File: src/rtl/rr_arb_pkg.sv
// Shared constants and state encoding for the 8-way round-robin arbiter.
package rr_arb_pkg;

  localparam int unsigned NumReq = 8;
  localparam int unsigned SelW   = 3;

  typedef enum logic {
    StIdle = 1'b0,
    StBusy = 1'b1
  } arb_state_e;

endpackage

File: src/rtl/rr_pick8.sv
// Wrap-around priority search: first set bit of req at or above start, wrapping past 7 to 0.
module rr_pick8
  import rr_arb_pkg::*;
(
  input  logic [NumReq-1:0] req,
  input  logic [SelW-1:0]   start,
  output logic              found,
  output logic [SelW-1:0]   idx
);

  logic [SelW-1:0] pos;

  // Scan from the farthest candidate down so the nearest set bit is the last one written.
  always_comb begin
    found = 1'b0;
    idx   = '0;
    pos   = '0;
    for (int k = NumReq - 1; k >= 0; k--) begin
      pos = start + SelW'(k);
      if (req[pos]) begin
        found = 1'b1;
        idx   = pos;
      end
    end
  end

endmodule

File: src/rtl/rr_arb_8to1.sv
// Round-robin arbiter for 8 requesters with a bounded hold time and a timeout pulse.
module rr_arb_8to1
  import rr_arb_pkg::*;
#(
  parameter int unsigned MAX_HOLD = 15  // legal range 1..255
) (
  input  logic              clk,
  input  logic              rst,
  input  logic [NumReq-1:0] req,
  input  logic              done,
  output logic [NumReq-1:0] gnt,
  output logic [SelW-1:0]   sel,
  output logic              busy,
  output logic              timeout
);

  localparam logic [7:0] HoldLast = 8'(MAX_HOLD - 1);

  arb_state_e        state_q, state_d;
  logic [NumReq-1:0] gnt_q, gnt_d;
  logic [SelW-1:0]   sel_q, sel_d;
  logic [SelW-1:0]   last_q, last_d;
  logic [7:0]        hold_q, hold_d;
  logic              timeout_q, timeout_d;

  logic              found;
  logic [SelW-1:0]   idx;
  logic              at_limit;
  logic              release_now;

  // Search starts just past the previous owner so it becomes lowest priority.
  rr_pick8 u_pick (
    .req   (req),
    .start (last_q + SelW'(1)),
    .found (found),
    .idx   (idx)
  );

  assign at_limit    = (hold_q == HoldLast);
  assign release_now = done | ~req[sel_q] | at_limit;

  // State register.
  always_ff @(posedge clk) begin
    if (rst) begin
      state_q <= StIdle;
    end else begin
      state_q <= state_d;
    end
  end

  // Next-state logic.
  always_comb begin
    state_d = state_q;
    unique case (state_q)
      StIdle:  if (found)       state_d = StBusy;
      StBusy:  if (release_now) state_d = StIdle;
      default: state_d = StIdle;
    endcase
  end

  // Next values of the registered outputs and bookkeeping.
  always_comb begin
    gnt_d     = gnt_q;
    sel_d     = sel_q;
    last_d    = last_q;
    hold_d    = hold_q;
    timeout_d = 1'b0;
    unique case (state_q)
      StIdle: begin
        gnt_d = '0;
        if (found) begin
          gnt_d  = NumReq'(1) << idx;
          sel_d  = idx;
          last_d = idx;
          hold_d = '0;
        end
      end
      StBusy: begin
        if (release_now) begin
          // sel is kept so a downstream mux stays stable across the idle gap.
          gnt_d     = '0;
          timeout_d = at_limit & ~done & req[sel_q];
        end else begin
          hold_d = hold_q + 8'd1;
        end
      end
      default: gnt_d = '0;
    endcase
  end

  // Output and bookkeeping registers; last resets to 7 so requester 0 wins first.
  always_ff @(posedge clk) begin
    if (rst) begin
      gnt_q     <= '0;
      sel_q     <= '0;
      last_q    <= SelW'(NumReq - 1);
      hold_q    <= '0;
      timeout_q <= 1'b0;
    end else begin
      gnt_q     <= gnt_d;
      sel_q     <= sel_d;
      last_q    <= last_d;
      hold_q    <= hold_d;
      timeout_q <= timeout_d;
    end
  end

  assign gnt     = gnt_q;
  assign sel     = sel_q;
  assign busy    = (state_q == StBusy);
  assign timeout = timeout_q;

endmodule
File: config.mk
export PLATFORM = sky130hd
export DESIGN_NAME = rr_arb_8to1
export DESIGN_NICKNAME = d
export VERILOG_FILES = /design/src/rtl/rr_arb_pkg.sv /design/src/rtl/rr_pick8.sv /design/src/rtl/rr_arb_8to1.sv
export SDC_FILE = /design/constraint.sdc
export NUM_CORES = 1
export LEC_CHECK = 0
export BUFFER_PORTS_ARGS = -buffer_cell sky130_fd_sc_hd__clkbuf_2
export CAP_MARGIN = 20
export CORE_MARGIN = 2
export CORE_UTILIZATION = 58
export DETAILED_ROUTE_END_ITERATION = 10
export GPL_TIMING_DRIVEN = 0
export PLACE_DENSITY = 0.82
export SYNTH_ARGS = -nofsm -noshare
export SYNTH_HDL_FRONTEND = slang
export SYNTH_SLANG_ARGS = --single-unit
File: constraint.sdc
create_clock -name clk -period 3.7 [get_ports clk]
set_input_delay 0.37 -clock clk [delete_from_list [all_inputs] [get_ports clk]]
set_output_delay 0.37 -clock clk [all_outputs]
set_load 0.03 [all_outputs]
Word-level counts from Yosys, hierarchy flattened
Cells that the tools add are included.
{"block": "totals", "regBits": 24, "latchBits": 0, "ramBits": 0, "rom_bits": 0, "inputBits": 11, "out_inout_bits": 13, "word_cells": 83, "n_memories": 0}
{"block": "classes", "add_sub_neg": 9, "n_mul": 0, "div_mod_pow": 0, "order_cmp": 9, "eq_ne": 4, "n_shift": 1, "muxes": 43, "bitwise": 8, "reduce_logical": 3}
{"op": "3-bit by 4-bit less-than comparator with 1-bit output (second input constant)", "count": 9}
{"op": "8-bit 2-to-1 mux", "count": 4}
{"op": "8-bit case mux with 2 select lines", "count": 2}
{"op": "1-bit binary-select mux with 3-bit select", "count": 9}
{"op": "3-bit 2-to-1 mux", "count": 8}
{"op": "1-bit 2-to-1 mux", "count": 19}
{"op": "3-bit adder (second input constant)", "count": 4}
{"op": "8-bit by 1-bit adder with 8-bit output (second input constant)", "count": 1}
{"op": "8-bit by 4-bit equality test with 1-bit output (second input constant)", "count": 1}
{"op": "1-bit by 3-bit << shifter with 8-bit output (first input constant)", "count": 1}
{"op": "3-bit by 1-bit adder with 3-bit output (second input constant)", "count": 2}
{"op": "3-bit by 2-bit adder with 3-bit output (second input constant)", "count": 2}
{"op": "2-bit inequality test (second input constant)", "count": 2}
{"op": "1-bit inverter", "count": 4}
{"op": "2-bit AND reduction", "count": 2}
{"op": "3-bit OR reduction", "count": 1}
{"op": "1-bit bitwise AND", "count": 2}
{"op": "2-bit by 1-bit inequality test with 1-bit output (second input constant)", "count": 1}
{"op": "1-bit bitwise OR", "count": 2}
{"op": "1-bit case mux with 2 select lines", "count": 1}

Depth between registers and ports, before layout
Gate-level depths: netlist of the first run.
{"block": "logic_depth", "depth_word": 15, "mapped_depth": 14, "ltp_nobuf": 9}

Cells and area by module
Synthesis of the first run repeated with hierarchy kept, for this count alone.
{"block": "unflattened", "cells_unflattened": 229, "area_unflattened_um2": 1965.6}
{"module": "rr_arb_8to1", "instances": 1, "cells_per_inst": 139, "area_per_inst_um2": 1183.6, "seq_area_each_um2": 480.5}
{"module": "rr_pick8", "instances": 1, "cells_per_inst": 90, "area_per_inst_um2": 782.0, "seq_area_each_um2": 0.0}

Worst setup path after synthesis of the first run
Ideal clock, no wire load.
{"block": "synth_path", "kind": "flip-flop to flip-flop", "startpoint": "reg last_q[0]", "endpoint": "reg gnt_q[2], in the netlist gnt[2]", "setup_ns": 0.117, "t_arrival_ns": 3.168, "required_ns": 3.583, "slack_ns": 0.415, "path_stages_with_launch": 14, "path_buffers": 4, "synth_period_minus_slack_ns": 3.285, "cell_sequence": "dfxtp_1 -> buf_6 -> clkbuf_1 -> inv_1 -> ha_1 -> buf_4 -> mux4_2 -> or3_1 -> o311ai_1 -> a41o_1 -> buf_6 -> or2_2 -> nor2_1 -> a32o_1"}
{"block": "synth_between", "elab_chain_cells": 15, "word_cells_on_any_way": 43, "cone_classes": "add/sub (8); shift (1); mux (34)"}
{"element": "start, declared", "line": "rr_arb_8to1.sv:22", "source": "logic [SelW-1:0] last_q, last_d;"}
{"element": "start signal, assigned", "line": "rr_arb_8to1.sv:96", "source": "last_q <= SelW'(NumReq - 1);"}
{"element": "start signal, assigned", "line": "rr_arb_8to1.sv:102", "source": "last_q <= last_d;"}
{"element": "3-bit by 1-bit adder with 3-bit output (*)", "line": "rr_arb_8to1.sv:34", "source": ".start (last_q + SelW'(1)),"}
{"element": "3-bit adder", "line": "rr_pick8.sv:19", "source": "pos = start + SelW'(k);"}
{"element": "1-bit binary-select mux with 3-bit select", "line": "rr_pick8.sv:20", "source": "if (req[pos]) begin"}
{"element": "1-bit 2-to-1 mux (implied by the code)", "line": "rr_pick8.sv:20"}
{"element": "3-bit 2-to-1 mux (8 in a row)", "line": "rr_pick8.sv:20"}
{"element": "1-bit by 3-bit << shifter with 8-bit output", "line": "rr_arb_8to1.sv:72", "source": "gnt_d = NumReq'(1) << idx;"}
{"element": "8-bit 2-to-1 mux (*)", "line": "rr_arb_8to1.sv:71", "source": "if (found) begin"}
{"element": "8-bit case mux with 2 select lines (*)", "line": "rr_arb_8to1.sv:68", "source": "unique case (state_q)"}
{"element": "end signal, assigned", "line": "rr_arb_8to1.sv:100", "source": "gnt_q <= gnt_d;"}
{"element": "end, declared", "line": "rr_arb_8to1.sv:20", "source": "logic [NumReq-1:0] gnt_q, gnt_d;"}
Every way passes the cells marked *; elsewhere a longest branch is shown, timed or not. The select of a mux whose other input is x is not followed.
A chain may end at the register's enable or synchronous reset.

Worst setup path in the final report of the first run
{"block": "layout_path", "startpoint": "reg last_q[0]", "endpoint": "reg gnt_q[4], in the netlist gnt[4]"}
Same word-level chain as after synthesis.

==> results of run 1 <==
state kept, by name, summed over array words and instances (netlist names):
name     cells
gnt          8
sel          3
last_q       3
busy         1
hold_q       8
timeout      1
Yosys cell counts, types with 3 or more instances:
master | number | share of area
mux4_2 | 11 | 0.13
nor3_1 | 4 | 0.010
a32o_1 | 4 | 0.021
nand3_1 | 5 | 0.013
xnor2_1 | 7 | 0.032
a22o_1 | 3 | 0.014
clkbuf_1 | 3 | 0.0059
inv_1 | 10 | 0.020
a211oi_1 | 5 | 0.020
buf_6 | 3 | 0.018
mux2i_1 | 8 | 0.042
dfxtp_1 | 24 | 0.25
nor2_1 | 15 | 0.029
ha_1 | 4 | 0.026
a31oi_1 | 3 | 0.0098
and2_1 | 3 | 0.0098
nand2_1 | 16 | 0.031
a21oi_1 | 14 | 0.037
mux2_2 | 7 | 0.041
nand2b_1 | 5 | 0.016
o21ai_0 | 6 | 0.016
through the flow:
step | TNS [ns] | hold WS (ns) | std cells | power, mW | setup WS, ns
4_1_cts | 0 | 0.301 | 276 | 2.25 | 0.112
3_3_place_gp | -0.0825 | 0.439 | 272 | 2.06 | -0.0418
2_1_floorplan | 0 | 0.467 | 205 | 1.74 | 0.415
3_5_place_dp | -0.148 | 0.452 | 272 | 2.09 | -0.0758
5_1_grt | -0.00162 | 0.293 | 276 | 2.44 | -0.00162
6_report | 0 | 0.314 | 276 | 2.27 | 0.194
metal layers:
layer | up-vias | routed length, um
met5 | - | 0
met4 | 0 | 23
met3 | 2 | 335
met2 | 83 | 2140
met1 | 847 | 2000
li1 | 846 | -
worst min-delay path, cell delays in order:
cell,delay [ns]
clkbuf_2,0.07
nand3b_1,0.10
nor3_1,0.05
logic make-up (layout without fill, tap and decap cells):
family	Yosys count	count (layout)
mux	27	27
buf+inv	21	48
fa+ha+maj	4	4
compound gates	58	58
flops	24	24
xor+xnor	11	11
simple gates	60	60
worst paths after layout:
check             depth (start not counted)  endpoint
setup / recovery                         12    gnt[4]
hold / removal                            3   timeout
setup reg to reg                         12    gnt[4]
hold reg to reg                           2    gnt[7]
report_power, final:
part / leakage [nW] / internal, mW / switching [mW]
Combinational: 0.638 / 0.754 / 1.02
Sequential: 0.195 / 0.322 / 0.0439
Clock: 0.0210 / 0.0601 / 0.0758
Total: 0.854 / 1.14 / 1.14
cell type report:
type / instances / area [um2]
plain buffers: 11 / 75.1
clock buffers: 4 / 36.3
inverters: 10 / 37.5
fillers: 267 / 973
well taps: 44 / 55.1
repair buffers: 23 / 115
multi-input cells: 160 / 1330
flip-flops and latches: 24 / 482
==> results_dict.tcl, run 1 <==
set metrics [dict create \
    outcome "finished, final reports clean" \
    synth_warnings 0 \
    cts_root_buf "clkbuf_4" \
    placed_cell_area_um2 2080 \
    ant_nets 0 \
    drive_above_1_share 0.250 \
    clk_pin_slew_worst_paths_ns 0.12 \
    grt_usage 0.266 \
    cts_resized 3 \
    die_w_um 61.4 \
    start_kind "flip-flop" \
    ys_seq_elements 24 \
    critical-path-top-delay-family "multiplexers" \
    clock-sinks 24 \
    grt_max_degree 14 \
    nets 248 \
    die_y_um 61.4 \
    irDropWorstVdd_mv 0.535 \
    rows 20 \
    htreeDepth 1 \
    final_util 0.686 \
    fin_crit_sh 0.947 \
    drv_slew 0 \
    drc 0 \
    synth-edff-count 0 \
    worstPathArrival_ns 3.72 \
    wl_mm 4.50 \
    worstHoldStart "done" \
    setup_violations 0 \
    fin_area_um2 2130 \
    cap_violations 0 \
    hold_viol 0 \
    ys_async_sr_fraction 0 \
    synth_fp_nets 220 \
    antenna_cells 0 \
    antenna_found_initial 0 \
    grt_pass1_vias 1591 \
    r2r_start "last_q[0]" \
    synth-simple-area-share 0.156 \
    grt_pass1_wl_mm 7.53 \
    core_area_um2 3100 \
    min_path_type "in -> reg" \
    area_growth_pct 11.3 \
    dpl.hpwl_mm 3.45 \
    p_leak_nw 0.854 \
    vias 1778 \
    r2r_slack_ns 0.19 \
    critPathMaxFanout 10 \
    busiest_layer "met2" \
    crit_start "last_q[0]" \
    crit_chain "buf_6, clkbuf_4, inv_1, ha_1, buf_4, mux4_1, mux2_2, o21ai_0, a31oi_1, o21ai_1, mux2_2, a32o_1" \
    final_cell_mix "dfxtp_1, clkbuf_2, nand2_1" \
    ys.flop_type "dfxtp_1" \
    wl_per_cell_um 16.3 \
    slowest_delay_ns 0.45 \
    ios 24 \
    crit_slowest_cell "mux4_1" \
    synth_cell_types 53 \
    dr.pass1.iters 4 \
    cts_buffer_depth 2 \
    cts_made_buffers 3 \
    critPathKind "reg -> reg" \
    gp_routability_congestion 0.931 \
    synthesis.area_um2 1910 \
    avgSynthCellArea_um2 9.33 \
    fmax_mhz 285 \
    cts_hold_buffers 0 \
    syn-instance-count 205 \
    start_util 0.617 \
    port_buffers 23 \
    slew_headroom 0.526 \
    met1_usage 0.399 \
    yosys-mux-area-fraction 0.226 \
    seq_area_frac_synth 0.251 \
    overflow 0 \
    worstSetupEndpointType "flip-flop" \
    period_minus_slack_ns 3.51 \
    cp.required_ns 3.92 \
    cts_setup_buffers 0 \
    synth_fa_ha_area_frac 0.0262 \
    synth-xor-area-share 0.0654 \
    crit_buf_inv 4 \
    die_area_um2 3770 \
    viasPerCell 6.44 \
    synth_compound_area_frac 0.219 \
    drt_iter0_drc 100 \
    cts_tree "yes" \
    grt_util_met2 0.406 \
    crit_path_frequent_cell "mux2_2" \
    fin_skew_ns 0.00163 \
    clkLatencyLatePin_ns 0.31 \
    grt_util_met3 0.0546 \
    synth_top_family_by_area "multiplexers" \
    worst_pin_slew_ns 0.706 \
    power_density_nw_per_um2 1070 \
]
Note: power is estimated with default switching activity, not from simulation.
==> run 2: changes to the inputs <==
- SYNTH_HIERARCHICAL: default -> 1
- clock period: 3.7 -> 4.32 ns (I/O delays scaled with it)
==> results_dict.tcl, run 2 <==
set metrics [dict create \
    outcome "finished, final reports clean" \
    drive_above_1_share 0.192 \
    synth_commonest_cells "nor2_1, nand2_1, dfxtp_1" \
    worstPathArrival_ns 4.13 \
    fin_tns_setup_ns 0 \
    setup_violations 0 \
    synth-edff-count 0 \
    antenna_found_initial 0 \
    nFillCells 281 \
    worstHoldStart "done" \
    start_kind "flip-flop" \
    htreeDepth 1 \
    reg2reg_to "gnt[7]" \
    area_growth_pct 11.3 \
    ys.flop_type "dfxtp_1" \
    grt_pass1_wl_mm 7.89 \
    clkLatencyLatePin_ns 0.32 \
    grt_pass1_vias 1726 \
    nets 272 \
    wl_per_cell_um 15.7 \
    synth_most_common_cell "nor2_1" \
    die_w_um 62.2 \
    dpl.hpwl_mm 3.58 \
    avgSynthCellArea_um2 8.58 \
    clock-sinks 24 \
    grt_usage 0.248 \
    cts_tree "yes" \
    fmax_mhz 259 \
    r2r_start "last_q[0]" \
    ant_nets 0 \
    cts_buffer_depth 2 \
    cp.required_ns 4.59 \
    worst_pin_slew_ns 0.476 \
    ys_seq_elements 24 \
    vias 1840 \
    core_area_um2 3280 \
    worstSetupEndpointType "flip-flop" \
    cts_hold_buffers 0 \
    synth_warnings 6 \
    synth_largest_area_cell "dfxtp_1" \
    critPathKind "reg -> reg" \
    drt_iter0_drc 142 \
    ys_async_sr_fraction 0 \
    start_util 0.598 \
    min_path_cells 4 \
    antenna_cells 0 \
    final_cell_mix "nor2_1, nand2_1, dfxtp_1" \
    cts_root_buf "clkbuf_4" \
    holdPathEnd "timeout" \
    ios 24 \
    cap_violations 0 \
    fin_skew_ns 0.0112 \
    slew_headroom 0.682 \
    gp_routability_congestion 0.867 \
    cts_setup_buffers 0 \
    seq_area_frac_synth 0.244 \
    cts_resized 0 \
    cts_made_buffers 3 \
    period_minus_slack_ns 3.86 \
    syn-instance-count 229 \
    viasPerCell 6.11 \
    synth_fp_nets 245 \
    dr.pass1.iters 5 \
    rsz0062_at_grt "no" \
    synth_cell_types 55 \
    drc 0 \
    layout_commonest_cell "nor2_1" \
    fin_crit_sh 0.894 \
    hold_viol 0 \
    synth_area_leaders "dfxtp_1, mux4_1, mux4_2" \
    r2r_cells 15 \
    yosys.area.top_type_share 0.244 \
    grt_max_degree 15 \
    clk_pin_slew_worst_paths_ns 0.14 \
    r2r_slack_ns 0.46 \
    drv_slew 0 \
    wl_mm 4.72 \
    die_y_um 62.2 \
    critPathMaxFanout 10 \
    die_area_um2 3870 \
    min_path_type "in -> reg" \
    rows 21 \
    synthesis.area_um2 1970 \
    port_buffers 23 \
    overflow 0 \
]
==> run 2: worst max-delay path, cell delays in order (launching register included) <==
cell and delay [ns]:
dfxtp_1 0.35, ha_1 0.31, buf_4 0.16, buf_4 0.18
inv_1 0.13, ha_1 0.53, mux4_1 0.46, a21oi_1 0.33
o211ai_1 0.13, a211oi_1 0.30, nor4b_1 0.10, o22ai_1 0.19
and2_0 0.15, clkbuf_1 0.25, a32oi_1 0.15, nor2_1 0.10
==> run 2: kinds of logic after synthesis <==
group | Yosys count | share of synthesized area
and+or+nand+nor | 91 | 0.231
AOI/OAI and AO/OA | 55 | 0.195
muxes | 25 | 0.207
buffers and inverters | 24 | 0.0687
DFF | 24 | 0.244
xor gates and xnor gates | 5 | 0.0223
adders and majority gates | 5 | 0.0318
==> run 2: how the worst max path moves through the flow <==
stage / start / end / slack, ns / cells after the start
after floorplan: last_q[0] / gnt[5] / 0.91 / 15
after global routing: last_q[1] / gnt[7] / 0.16 / 15
final: last_q[0] / gnt[7] / 0.46 / 15
after global placement: last_q[0] / gnt[7] / 0.40 / 16
after detailed placement: last_q[0] / gnt[7] / 0.38 / 16
after CTS: last_q[0] / gnt[7] / 0.36 / 16
==> run 2: per-layer routing <==
layer / global-route usage / up-vias / wire [um] / part of all wire
met1: 0.308 / 852 / 2080 / 0.44
li1: - / 906 / - / -
met2: 0.454 / 75 / 2310 / 0.49
met4: 0.0750 / 0 / 63 / 0.013
met5: 0 / - / 0 / 0
met3: 0.0217 / 7 / 263 / 0.056
==> run 2: per-stage QoR <==
stage	utilization	instances	worst slack [ns]	area, um2	hold WS (ns)
global placement	0.651	298	0.402	2140	0.455
detailed placement	0.651	298	0.378	2140	0.468
global route	0.666	301	0.156	2190	0.417
CTS	0.667	302	0.364	2190	0.397
floorplan	-	229	0.909	1970	0.442
finish	0.666	301	0.458	2190	0.397
==> run 2: layout make-up <==
cell class	instances	area [um2]	share of cell area
plain buffers	14	97.6	0.0446
inverters	9	33.8	0.0154
clock inverters	1	30.0	0.0137
repair buffers	23	115	0.0526
clock buffers	3	22.5	0.0103
multi-input cells	181	1350	0.617
well taps	46	57.6	0.0263
flip-flops and latches	24	480	0.220
Power of run 2 is not shown: default switching activity piles up to over one toggle a cycle in this logic, so the estimate is an artifact.
